<file path="src/rtl/sensor_scan_ctrl_pkg.sv">
// -----------------------------------------------------------------------------
// sensor_scan_ctrl_pkg
// Shared definitions for the baggage-drop height acquisition controller:
//   - 2-bit FSM state encodings (IDLE, SETTLE, REQ, CALC)
//   - front-end channel indices for sensor1..sensor4
//   - default data width, settle and timeout cycle counts
// No ports (package).
// -----------------------------------------------------------------------------
package sensor_scan_ctrl_pkg;

    // FSM state encodings
    localparam logic [1:0] ST_IDLE   = 2'd0;
    localparam logic [1:0] ST_SETTLE = 2'd1;
    localparam logic [1:0] ST_REQ    = 2'd2;
    localparam logic [1:0] ST_CALC   = 2'd3;

    // Front-end channel select values
    localparam logic [1:0] CH_SENSOR1 = 2'd0;
    localparam logic [1:0] CH_SENSOR2 = 2'd1;
    localparam logic [1:0] CH_SENSOR3 = 2'd2;
    localparam logic [1:0] CH_SENSOR4 = 2'd3;

    // Defaults
    localparam int unsigned DEF_DATA_W         = 8;
    localparam int unsigned DEF_SETTLE_CYCLES  = 4;
    localparam int unsigned DEF_TIMEOUT_CYCLES = 16;

endpackage

</file>
<file path="src/rtl/sensor_scan_ctrl_height_calc.sv">
// -----------------------------------------------------------------------------
// height_calc
// Combinational height computation from four stored sensor readings using the
// faulty-sensor pairing rule with round-half-up averaging. A reading of 0 is
// treated as invalid.
// Ports:
//   i_r1..i_r4 : DATA_W-bit readings of sensor1..sensor4
//   o_height   : DATA_W-bit computed height
// -----------------------------------------------------------------------------
module height_calc #(
    parameter int unsigned DATA_W = 8
) (
    input  logic [DATA_W-1:0] i_r1,
    input  logic [DATA_W-1:0] i_r2,
    input  logic [DATA_W-1:0] i_r3,
    input  logic [DATA_W-1:0] i_r4,
    output logic [DATA_W-1:0] o_height
);

    logic [DATA_W:0]   w_sum2;
    logic [DATA_W+1:0] w_sum4;
    logic              w_use_pair;

    always_comb begin
        w_sum2     = '0;
        w_sum4     = '0;
        w_use_pair = 1'b1;
        o_height   = '0;

        // A bad sensor in the r1/r3 pair falls back to r2/r4 and vice versa
        if ((i_r1 == '0) || (i_r3 == '0)) begin
            w_sum2 = {1'b0, i_r2} + {1'b0, i_r4};
        end else if ((i_r2 == '0) || (i_r4 == '0)) begin
            w_sum2 = {1'b0, i_r1} + {1'b0, i_r3};
        end else begin
            w_use_pair = 1'b0;
            w_sum4 = {2'b00, i_r1} + {2'b00, i_r2} + {2'b00, i_r3} + {2'b00, i_r4};
        end

        // Round half up: add back the highest bit shifted out
        if (w_use_pair) begin
            if (w_sum2 != '0) begin
                o_height = w_sum2[DATA_W:1] + {{(DATA_W-1){1'b0}}, w_sum2[0]};
            end
        end else if (w_sum4 != '0) begin
            o_height = w_sum4[DATA_W+1:2] + {{(DATA_W-1){1'b0}}, w_sum4[1]};
        end
    end

endmodule

</file>
<file path="src/rtl/sensor_scan_ctrl.sv">
// -----------------------------------------------------------------------------
// sensor_scan_ctrl
// Sequential acquisition controller: on start, polls four height sensors one at
// a time through a shared front-end (select / settle / request / ack), records
// timeouts as faults, then presents a registered height with a one-cycle valid.
// Ports:
//   clk, rst_n    : clock (rising edge), asynchronous active-low reset
//   start         : scan request, sampled only when idle
//   sensor_sel    : front-end channel select (0..3 = sensor1..sensor4)
//   sample_req    : sample request to the front-end
//   sample_ack    : front-end sample_data valid this cycle
//   sample_data   : reading for the selected channel
//   height        : last computed height, held until the next result
//   height_valid  : one-cycle strobe when height updates
//   busy          : high whenever a scan is in progress
//   fault         : bit i set if sensor i+1 timed out in the last scan
// -----------------------------------------------------------------------------
module sensor_scan_ctrl
    import sensor_scan_ctrl_pkg::*;
#(
    parameter int unsigned DATA_W         = DEF_DATA_W,
    parameter int unsigned SETTLE_CYCLES  = DEF_SETTLE_CYCLES,
    parameter int unsigned TIMEOUT_CYCLES = DEF_TIMEOUT_CYCLES
) (
    input  logic              clk,
    input  logic              rst_n,
    input  logic              start,
    output logic [1:0]        sensor_sel,
    output logic              sample_req,
    input  logic              sample_ack,
    input  logic [DATA_W-1:0] sample_data,
    output logic [DATA_W-1:0] height,
    output logic              height_valid,
    output logic              busy,
    output logic [3:0]        fault
);

    // One counter serves both SETTLE and REQ; it is cleared on every state change
    localparam int unsigned CNT_MAX = (SETTLE_CYCLES > TIMEOUT_CYCLES) ? SETTLE_CYCLES
                                                                        : TIMEOUT_CYCLES;
    localparam int unsigned CNT_W   = (CNT_MAX > 1) ? $clog2(CNT_MAX) : 1;
    localparam logic [CNT_W-1:0] SETTLE_LAST  = CNT_W'(SETTLE_CYCLES - 1);
    localparam logic [CNT_W-1:0] TIMEOUT_LAST = CNT_W'(TIMEOUT_CYCLES - 1);

    logic [1:0]        r_state;
    logic [1:0]        r_sel;
    logic [CNT_W-1:0]  r_cnt;
    logic [DATA_W-1:0] r_reading [4];
    logic [3:0]        r_fault_pend;
    logic [3:0]        r_fault;
    logic [DATA_W-1:0] r_height;
    logic              r_height_valid;

    logic              w_timeout;
    logic [DATA_W-1:0] w_height;

    assign w_timeout = (r_cnt == TIMEOUT_LAST);

    height_calc #(
        .DATA_W (DATA_W)
    ) u_height_calc (
        .i_r1     (r_reading[0]),
        .i_r2     (r_reading[1]),
        .i_r3     (r_reading[2]),
        .i_r4     (r_reading[3]),
        .o_height (w_height)
    );

    always_ff @(posedge clk or negedge rst_n) begin
        if (!rst_n) begin
            r_state        <= ST_IDLE;
            r_sel          <= CH_SENSOR1;
            r_cnt          <= '0;
            r_fault_pend   <= '0;
            r_fault        <= '0;
            r_height       <= '0;
            r_height_valid <= 1'b0;
            for (int unsigned i = 0; i < 4; i++) begin
                r_reading[i] <= '0;
            end
        end else begin
            r_height_valid <= 1'b0;
            case (r_state)
                ST_IDLE: begin
                    r_sel        <= CH_SENSOR1;
                    r_cnt        <= '0;
                    r_fault_pend <= '0;
                    if (start) begin
                        r_state <= ST_SETTLE;
                    end
                end
                ST_SETTLE: begin
                    if (r_cnt == SETTLE_LAST) begin
                        r_cnt   <= '0;
                        r_state <= ST_REQ;
                    end else begin
                        r_cnt <= r_cnt + CNT_W'(1);
                    end
                end
                ST_REQ: begin
                    // Ack wins over a simultaneous timeout
                    if (sample_ack || w_timeout) begin
                        r_reading[r_sel] <= sample_ack ? sample_data : '0;
                        if (!sample_ack) begin
                            r_fault_pend[r_sel] <= 1'b1;
                        end
                        r_cnt <= '0;
                        if (r_sel == CH_SENSOR4) begin
                            r_state <= ST_CALC;
                        end else begin
                            r_sel   <= r_sel + 2'd1;
                            r_state <= ST_SETTLE;
                        end
                    end else begin
                        r_cnt <= r_cnt + CNT_W'(1);
                    end
                end
                ST_CALC: begin
                    r_height       <= w_height;
                    r_fault        <= r_fault_pend;
                    r_height_valid <= 1'b1;
                    r_state        <= ST_IDLE;
                end
                default: begin
                    r_state <= ST_IDLE;
                end
            endcase
        end
    end

    // State decodes only; no input reaches an output without a register
    assign sensor_sel   = r_sel;
    assign sample_req   = (r_state == ST_REQ);
    assign busy         = (r_state != ST_IDLE);
    assign height       = r_height;
    assign height_valid = r_height_valid;
    assign fault        = r_fault;

endmodule

</file>
<file path="config.mk">
export PLATFORM = sky130hd
export DESIGN_NAME = sensor_scan_ctrl
export DESIGN_NICKNAME = d
export VERILOG_FILES = /design/src/rtl/sensor_scan_ctrl_pkg.sv /design/src/rtl/sensor_scan_ctrl_height_calc.sv /design/src/rtl/sensor_scan_ctrl.sv
export SDC_FILE = /design/constraint.sdc
export NUM_CORES = 1
export LEC_CHECK = 0
export BUFFER_PORTS_ARGS = -buffer_cell sky130_fd_sc_hd__buf_2
export CAP_MARGIN = 20
export CORE_ASPECT_RATIO = 0.9
export CORE_MARGIN = 8
export CORE_UTILIZATION = 38
export DETAILED_ROUTE_END_ITERATION = 16
export MAX_ROUTING_LAYER = met4
export PLACE_DENSITY_LB_ADDON = 0.12
export SYNTH_ARGS = -nofsm -noshare
export SYNTH_HDL_FRONTEND = slang
export SYNTH_SLANG_ARGS = --single-unit
</file>
<file path="constraint.sdc">
create_clock -name clk -period 4.88 [get_ports clk]
set_input_delay 0.244 -clock clk [delete_from_list [all_inputs] [get_ports clk]]
set_output_delay 0.244 -clock clk [all_outputs]
set_load 0.02 [all_outputs]
</file>
== Word level (Yosys, flattened, before mapping) ==
Index checks and enable logic that the tools add are counted.
Storage, ports and cells
  register bits: 57
  input port bits: 12
  output and inout bits: 17
Operators by class
  add/subtract/negate cells: 9
  equality and inequality tests: 11
  muxes and demuxes: 30
  bitwise logic cells: 2
  $lt $le $gt $ge: 4
  reductions and logical operators: 19
Operator list (count)
  $mux W8: 5
  $bwmux W32: 1
  $logic_not A8 Y1: 4
  $add A8 B8 Y9: 3
  $add A10 B8 Y10: 2
  $mux W10: 2
  $mux W9: 2
  $add A8 B1 Y8: 2
  $demux W8 S2: 1
  $mux W4: 4
  $mux W2: 6
  $pmux W4 S3: 1
  $reduce_bool A10 Y1: 1
  $reduce_and A3 Y1: 3
  $reduce_bool A9 Y1: 1
  $ne A2 B2 Y1 const B: 4
  $pmux W2 S4: 1
  $pmux W4 S2: 1
  $eq A2 B2 Y1 const B: 3
  $add A4 B1 Y4 const B: 1
  $eq A4 B2 Y1 const B: 1
  $eq A4 B4 Y1 const B: 1
  $mux W1: 4
  $or A4 B4 Y4: 1
  other kinds (16): 20

== Logic depth before layout (Yosys ltp) ==
  word-level depth: 8
  depth in mapped cells: 18

== Cells and area by module ==
Synthesis repeated with hierarchy kept, for this count alone.
Unflattened totals
  cell total of the unflattened synthesis: 457
  area total of the unflattened synthesis: 4583.1 um^2
By module, submodules not included
  sensor_scan_ctrl: instances 1, area an instance 2486.1 um^2, seq. area each 1426.4 um^2, cells each 185
  height_calc: instances 1, area an instance 2097.0 um^2, seq. area each 0.0 um^2, cells each 272

== Least setup slack after synthesis ==
No wires, ideal clock.
  path type: reg2reg
  start point: reg r_reading[25] (netlist bit)
  end point: reg r_height[7] (netlist: height[7])
  stages on the path, launching flop included: 19
  period minus slack after synthesis: 4309 ps
  arrival: 4183 ps
  data required time: 4754 ps
  path slack: 571 ps
  path buffers: 0
  cells stage by stage: dfrtp_1 > ha_1 > a21o_1 > a21oi_1 > o21ai_0 > and2_1 > o21ai_0 > nand2_1 > fa_1 > inv_1 > ha_1 > and3_1 > a2111o_1 > xor2_1 > nand3_1 > nor3_1 > nand3_1 > xnor2_1 > a221o_1
Between the ends
  cells in the longest elaborated chain, start to end: 8
Ends and longest elaborated chain
  start: declaration: RTL line sensor_scan_ctrl.sv:48  | logic [DATA_W-1:0] r_reading [4];
  start signal: indexed assignment: RTL line sensor_scan_ctrl.sv:103  | r_reading[r_sel] <= sample_ack ? sample_data : '0;
  $add A8 B8 Y9: RTL line sensor_scan_ctrl_height_calc.sv:37  | w_sum4 = {2'b00, i_r1} + {2'b00, i_r2} + {2'b00, i_r3} + {2'b00, i_r4};
  $add A10 B8 Y10 (2 in a row): RTL line sensor_scan_ctrl_height_calc.sv:37
  $mux W10: RTL line sensor_scan_ctrl_height_calc.sv:33  | end else if ((i_r2 == '0) || (i_r4 == '0)) begin
  $mux W10: RTL line sensor_scan_ctrl_height_calc.sv:31  | if ((i_r1 == '0) || (i_r3 == '0)) begin
  $add A8 B1 Y8 or $reduce_bool A10 Y1 (tied branches): RTL line sensor_scan_ctrl_height_calc.sv:46, sensor_scan_ctrl_height_calc.sv:45
  $mux W8: RTL line sensor_scan_ctrl_height_calc.sv:45  | end else if (w_sum4 != '0) begin
  $mux W8 *: RTL line sensor_scan_ctrl_height_calc.sv:41  | if (w_use_pair) begin
  end signal: assignment: RTL line sensor_scan_ctrl.sv:119  | r_height <= w_height;
  end: declaration: RTL line sensor_scan_ctrl.sv:51  | logic [DATA_W-1:0] r_height;
Mark *: on every way between the ends. The rest lies on a longest branch, timed or not.
A chain may end at the register's enable or synchronous reset.

== Worst setup path after layout ==
  start point: reg r_reading[17] (netlist bit)
  end point: reg r_height[7] (netlist: height[7])
Same word-level chain as after synthesis.

==> reports/qor.json <==
{
  "outcome": "completed",
  "drive_gt1_share_pct": 12.7,
  "syn-instance-count": 485,
  "synthesis.nets": 557,
  "post-route-util_pct": 44.3,
  "htree_levels": 3,
  "finalClockSkew_ns": 0.00712,
  "detail-route-antenna-nets": 0,
  "fp.coreArea_um2": 11400,
  "remaining_drc_errors": 0,
  "grt_overflow_total": 0,
  "globalRouteTotalUtil_pct": 15.7,
  "antenna_found_initial": 0,
  "num-fill-cells": 1126,
  "cts-root-buf": "sky130_fd_sc_hd__clkbuf_16",
  "vdd_ir_drop_max_mv": 0.241,
  "rsz0062_at_grt": "no",
  "crit_path_max_fanout": 6,
  "multi_input_area_um2": 2790,
  "setup_slack_reg_to_reg_ns": 0.28,
  "count_of_standard_cell_rows": 37,
  "layout.cells.most_common": "sky130_fd_sc_hd__dfrtp_1",
  "yosys_warnings": 0,
  "clock.fmax_ghz": 0.217,
  "cpMaxStageDelayCell": "sky130_fd_sc_hd__fa_1",
  "numClockSinks": 57,
  "leakagePower_uw": 0.00255,
  "rr_worst_depth": 18,
  "grt_pass1_vias": 3510,
  "worst_setup_hold_path_clk_slew_ns": 0.06,
  "floorplan.io_pins": 29,
  "syn-mean-instance-area_um2": 9.15,
  "hpwlAfterDp_mm": 8.71,
  "antenna_cell_count": 0,
  "worst_ep_required_time_ns": 5.09,
  "floorplan.die.width_um": 130,
  "crit_end": "height[7]",
  "critical_path.endpoint_type": "flip-flop",
  "fin_tns_setup_ns": 0,
  "die_ar_um2": 15400,
  "synth.yosys.seq_area_share_pct": 32.2,
  "setup.worst_path.start": "r_reading[17]",
  "yosys.cell_types.count": 53,
  "synth_largest_type_area_fraction_pct": 32.2,
  "hold_path_class": "in -> async",
  "tritoncts": "done",
  "final_nets": 589,
  "post-cts-setup-buffer-count": 0,
  "cts_inserted_buffers": 9,
  "report.final.hold_viol_count": 0,
  "grt_pass1_wl_mm": 18.2,
  "arrival_time_of_data_at_the_critical_path_endpoint_ns": 4.81,
  "worst-slew-pin-transition_ns": 0.951,
  "critical_path.startpoint_type": "flip-flop",
  "post_synth_main_area_contributors": "sky130_fd_sc_hd__dfrtp_1 32%, sky130_fd_sc_hd__ha_1 14%, sky130_fd_sc_hd__fa_1 5.4%, sky130_fd_sc_hd__o21ai_0 4.9%, sky130_fd_sc_hd__nand2_1 4.6%",
  "critical_path.reg2reg.startpoint": "r_reading[17]",
  "power_density_nw_per_um2": 761,
  "clock_insertion_delay_at_the_later_pin_of_the_skew_report_ns": 0.33,
  "final_cell_mix": "57 x sky130_fd_sc_hd__dfrtp_1, 54 x sky130_fd_sc_hd__nand2_1, 50 x sky130_fd_sc_hd__inv_1",
  "slew_violations": 0,
  "finalSetupViolations": 0,
  "crit_type": "reg -> reg",
  "grt_start_max_net_pins": 58,
  "synth_seq_cells": 57,
  "detailedRoute.firstPassIterationCount": 4,
  "port-buffer-count": 28,
  "initial_utilization_pct": 38.9,
  "drv.max_cap_violation_count": 0,
  "die_h_um": 118,
  "wirelength_mm": 11.1,
  "synth-edff-count": 0,
  "routed_via_density": 5.16,
  "timing.rr.end": "height[7]",
  "worst_path_largest_cell_delay_ns": 0.49,
  "place.gp.congestion": 0.913,
  "worstPathCellList": "ha_1, a21o_1, a21oi_1, o21ai_0, and2_1, o21ai_0, nand2_1, fa_1, inv_1, ha_1, and3_1, a2111o_1, xor2_1, nand3_1, nor3_2, nand3_1, xnor2_1, a221o_1",
  "synth_flop_cell": "sky130_fd_sc_hd__dfrtp_1",
  "wl_per_cell_um": 16.4,
  "area.growth.synth_to_final_pct": 13.7,
  "drt_first_iter_violations": 174,
  "relSlewSlack_pct": 36.6,
  "area.sequential_um2": 1430,
  "number_of_vias_in_the_routed_layout": 3492,
  "period_minus_ws_final_ns": 4.60,
  "clockBufferDepth": 2,
  "synth_top_cell_by_area": "sky130_fd_sc_hd__dfrtp_1",
  "post-route-period-util_pct": 94.3,
  "netlist_area_um2": 4440,
  "postSynth.asyncResetShare_pct": 100
}
## registers in the layout (all words and copies together) (netlist names)
register	flops
height_valid	1
r_reading	32
r_state	2
height	8
r_cnt	4
sensor_sel	2
fault	4
r_fault_pend	4
## stage by stage
| stage | instances | total power (uW) | hold slack, ns | instance area (um^2) | setup WS (ns) |
|---|---|---|---|---|---|
| 2_1_floorplan | 485 | 2590 | -0.0516 | 4440 | 0.571 |
| 3_3_place_gp | 662 | 3170 | 0.445 | 4740 | 0.325 |
| 3_5_place_dp | 662 | 3200 | 0.446 | 4740 | 0.259 |
| 4_1_cts | 677 | 3860 | 0.0904 | 5040 | 0.237 |
| 5_1_grt | 677 | 4200 | 0.141 | 5040 | 0.0541 |
| 6_report | 677 | 3840 | 0.0618 | 5040 | 0.278 |
## metal layers
layer	track usage, %	vias up	share of wire [%]
met5	-	-	0
met4	4.79	0	0.84
met3	3.24	10	4.3
met2	21.8	68	42
met1	22.3	1643	52
li1	-	1771	-
## layout make-up
type / instances / share of cell area [%]
flip-flops and latches: 57 / 28.3
well taps: 156 / 3.87
inverters: 50 / 3.72
clock inverters: 5 / 1.12
clock buffers: 10 / 4.74
multi-input cells: 369 / 55.2
repair buffers: 30 / 3.08
## kinds of logic after synthesis
group / after synthesis / synth area share [%]
AOI/OAI and AO/OA: 137 / 20.4
and+or+nand+nor: 135 / 15.7
adders and majority gates: 60 / 19.0
muxes: 5 / 1.24
buffers and inverters: 59 / 5.16
xor gates and xnor gates: 32 / 6.32
DFF: 57 / 32.2
## worst min-delay path by stage
stage,startpoint,to,slack (ns),depth (start not counted)
floorplan,rst_n,fault[0],-0.05,0
global placement,rst_n,height[0],0.44,2
detailed placement,rst_n,height[0],0.45,2
CTS,rst_n,r_reading[9],0.09,2
global route,rst_n,r_reading[26],0.14,2
finish,rst_n,r_reading[26],0.06,2
## power breakdown
part | switching, uW | total [uW] | internal [uW]
logic | 1430 | 2370 | 938
clock network | 229 | 634 | 405
registers | 201 | 841 | 639
total | 1860 | 3840 | 1980
## Yosys cell counts (2+ instances only)
library cell	instances
sky130_fd_sc_hd__dfrtp_1	57
sky130_fd_sc_hd__nand2_1	54
sky130_fd_sc_hd__inv_1	50
sky130_fd_sc_hd__ha_1	48
sky130_fd_sc_hd__o21ai_0	43
sky130_fd_sc_hd__a21oi_1	27
sky130_fd_sc_hd__nor2_1	26
sky130_fd_sc_hd__xnor2_1	19
sky130_fd_sc_hd__a21o_1	15
sky130_fd_sc_hd__xor2_1	13
sky130_fd_sc_hd__fa_1	12
sky130_fd_sc_hd__a22o_1	9
sky130_fd_sc_hd__nand3_1	8
sky130_fd_sc_hd__a211oi_1	7
sky130_fd_sc_hd__and3_1	7
sky130_fd_sc_hd__clkbuf_1	7
sky130_fd_sc_hd__nor2b_1	6
sky130_fd_sc_hd__a31oi_1	5
sky130_fd_sc_hd__nand2b_1	5
sky130_fd_sc_hd__o21bai_1	5
sky130_fd_sc_hd__a221o_1	4
sky130_fd_sc_hd__mux2_2	4
sky130_fd_sc_hd__nor4_1	4
sky130_fd_sc_hd__o31ai_1	4
sky130_fd_sc_hd__nor3_1	3
sky130_fd_sc_hd__nor3b_1	3
sky130_fd_sc_hd__nor4_2	3
sky130_fd_sc_hd__o21a_1	3
sky130_fd_sc_hd__or2_2	3
sky130_fd_sc_hd__or3_1	3
sky130_fd_sc_hd__a22oi_2	2
sky130_fd_sc_hd__and2_1	2
sky130_fd_sc_hd__buf_4	2
sky130_fd_sc_hd__nor4_4	2
sky130_fd_sc_hd__o21ai_1	2
## worst max-delay path: cells and delay by family, from the launching register on
kind | cells | cell delay, ns
xor+xnor | 2 | 0.29
buf+inv | 1 | 0.04
compound gates | 6 | 1.44
flops | 1 | 0.45
simple gates | 6 | 1.11
fa+ha+maj | 3 | 1.15
## what timing repair did
item / CTS / global route
endpoints found under the setup margin: 0 / 1
gates resized for setup: 0 / 1
hold buffers: 0 / 0
No activity file was read; power rests on OpenSTA's default activity.
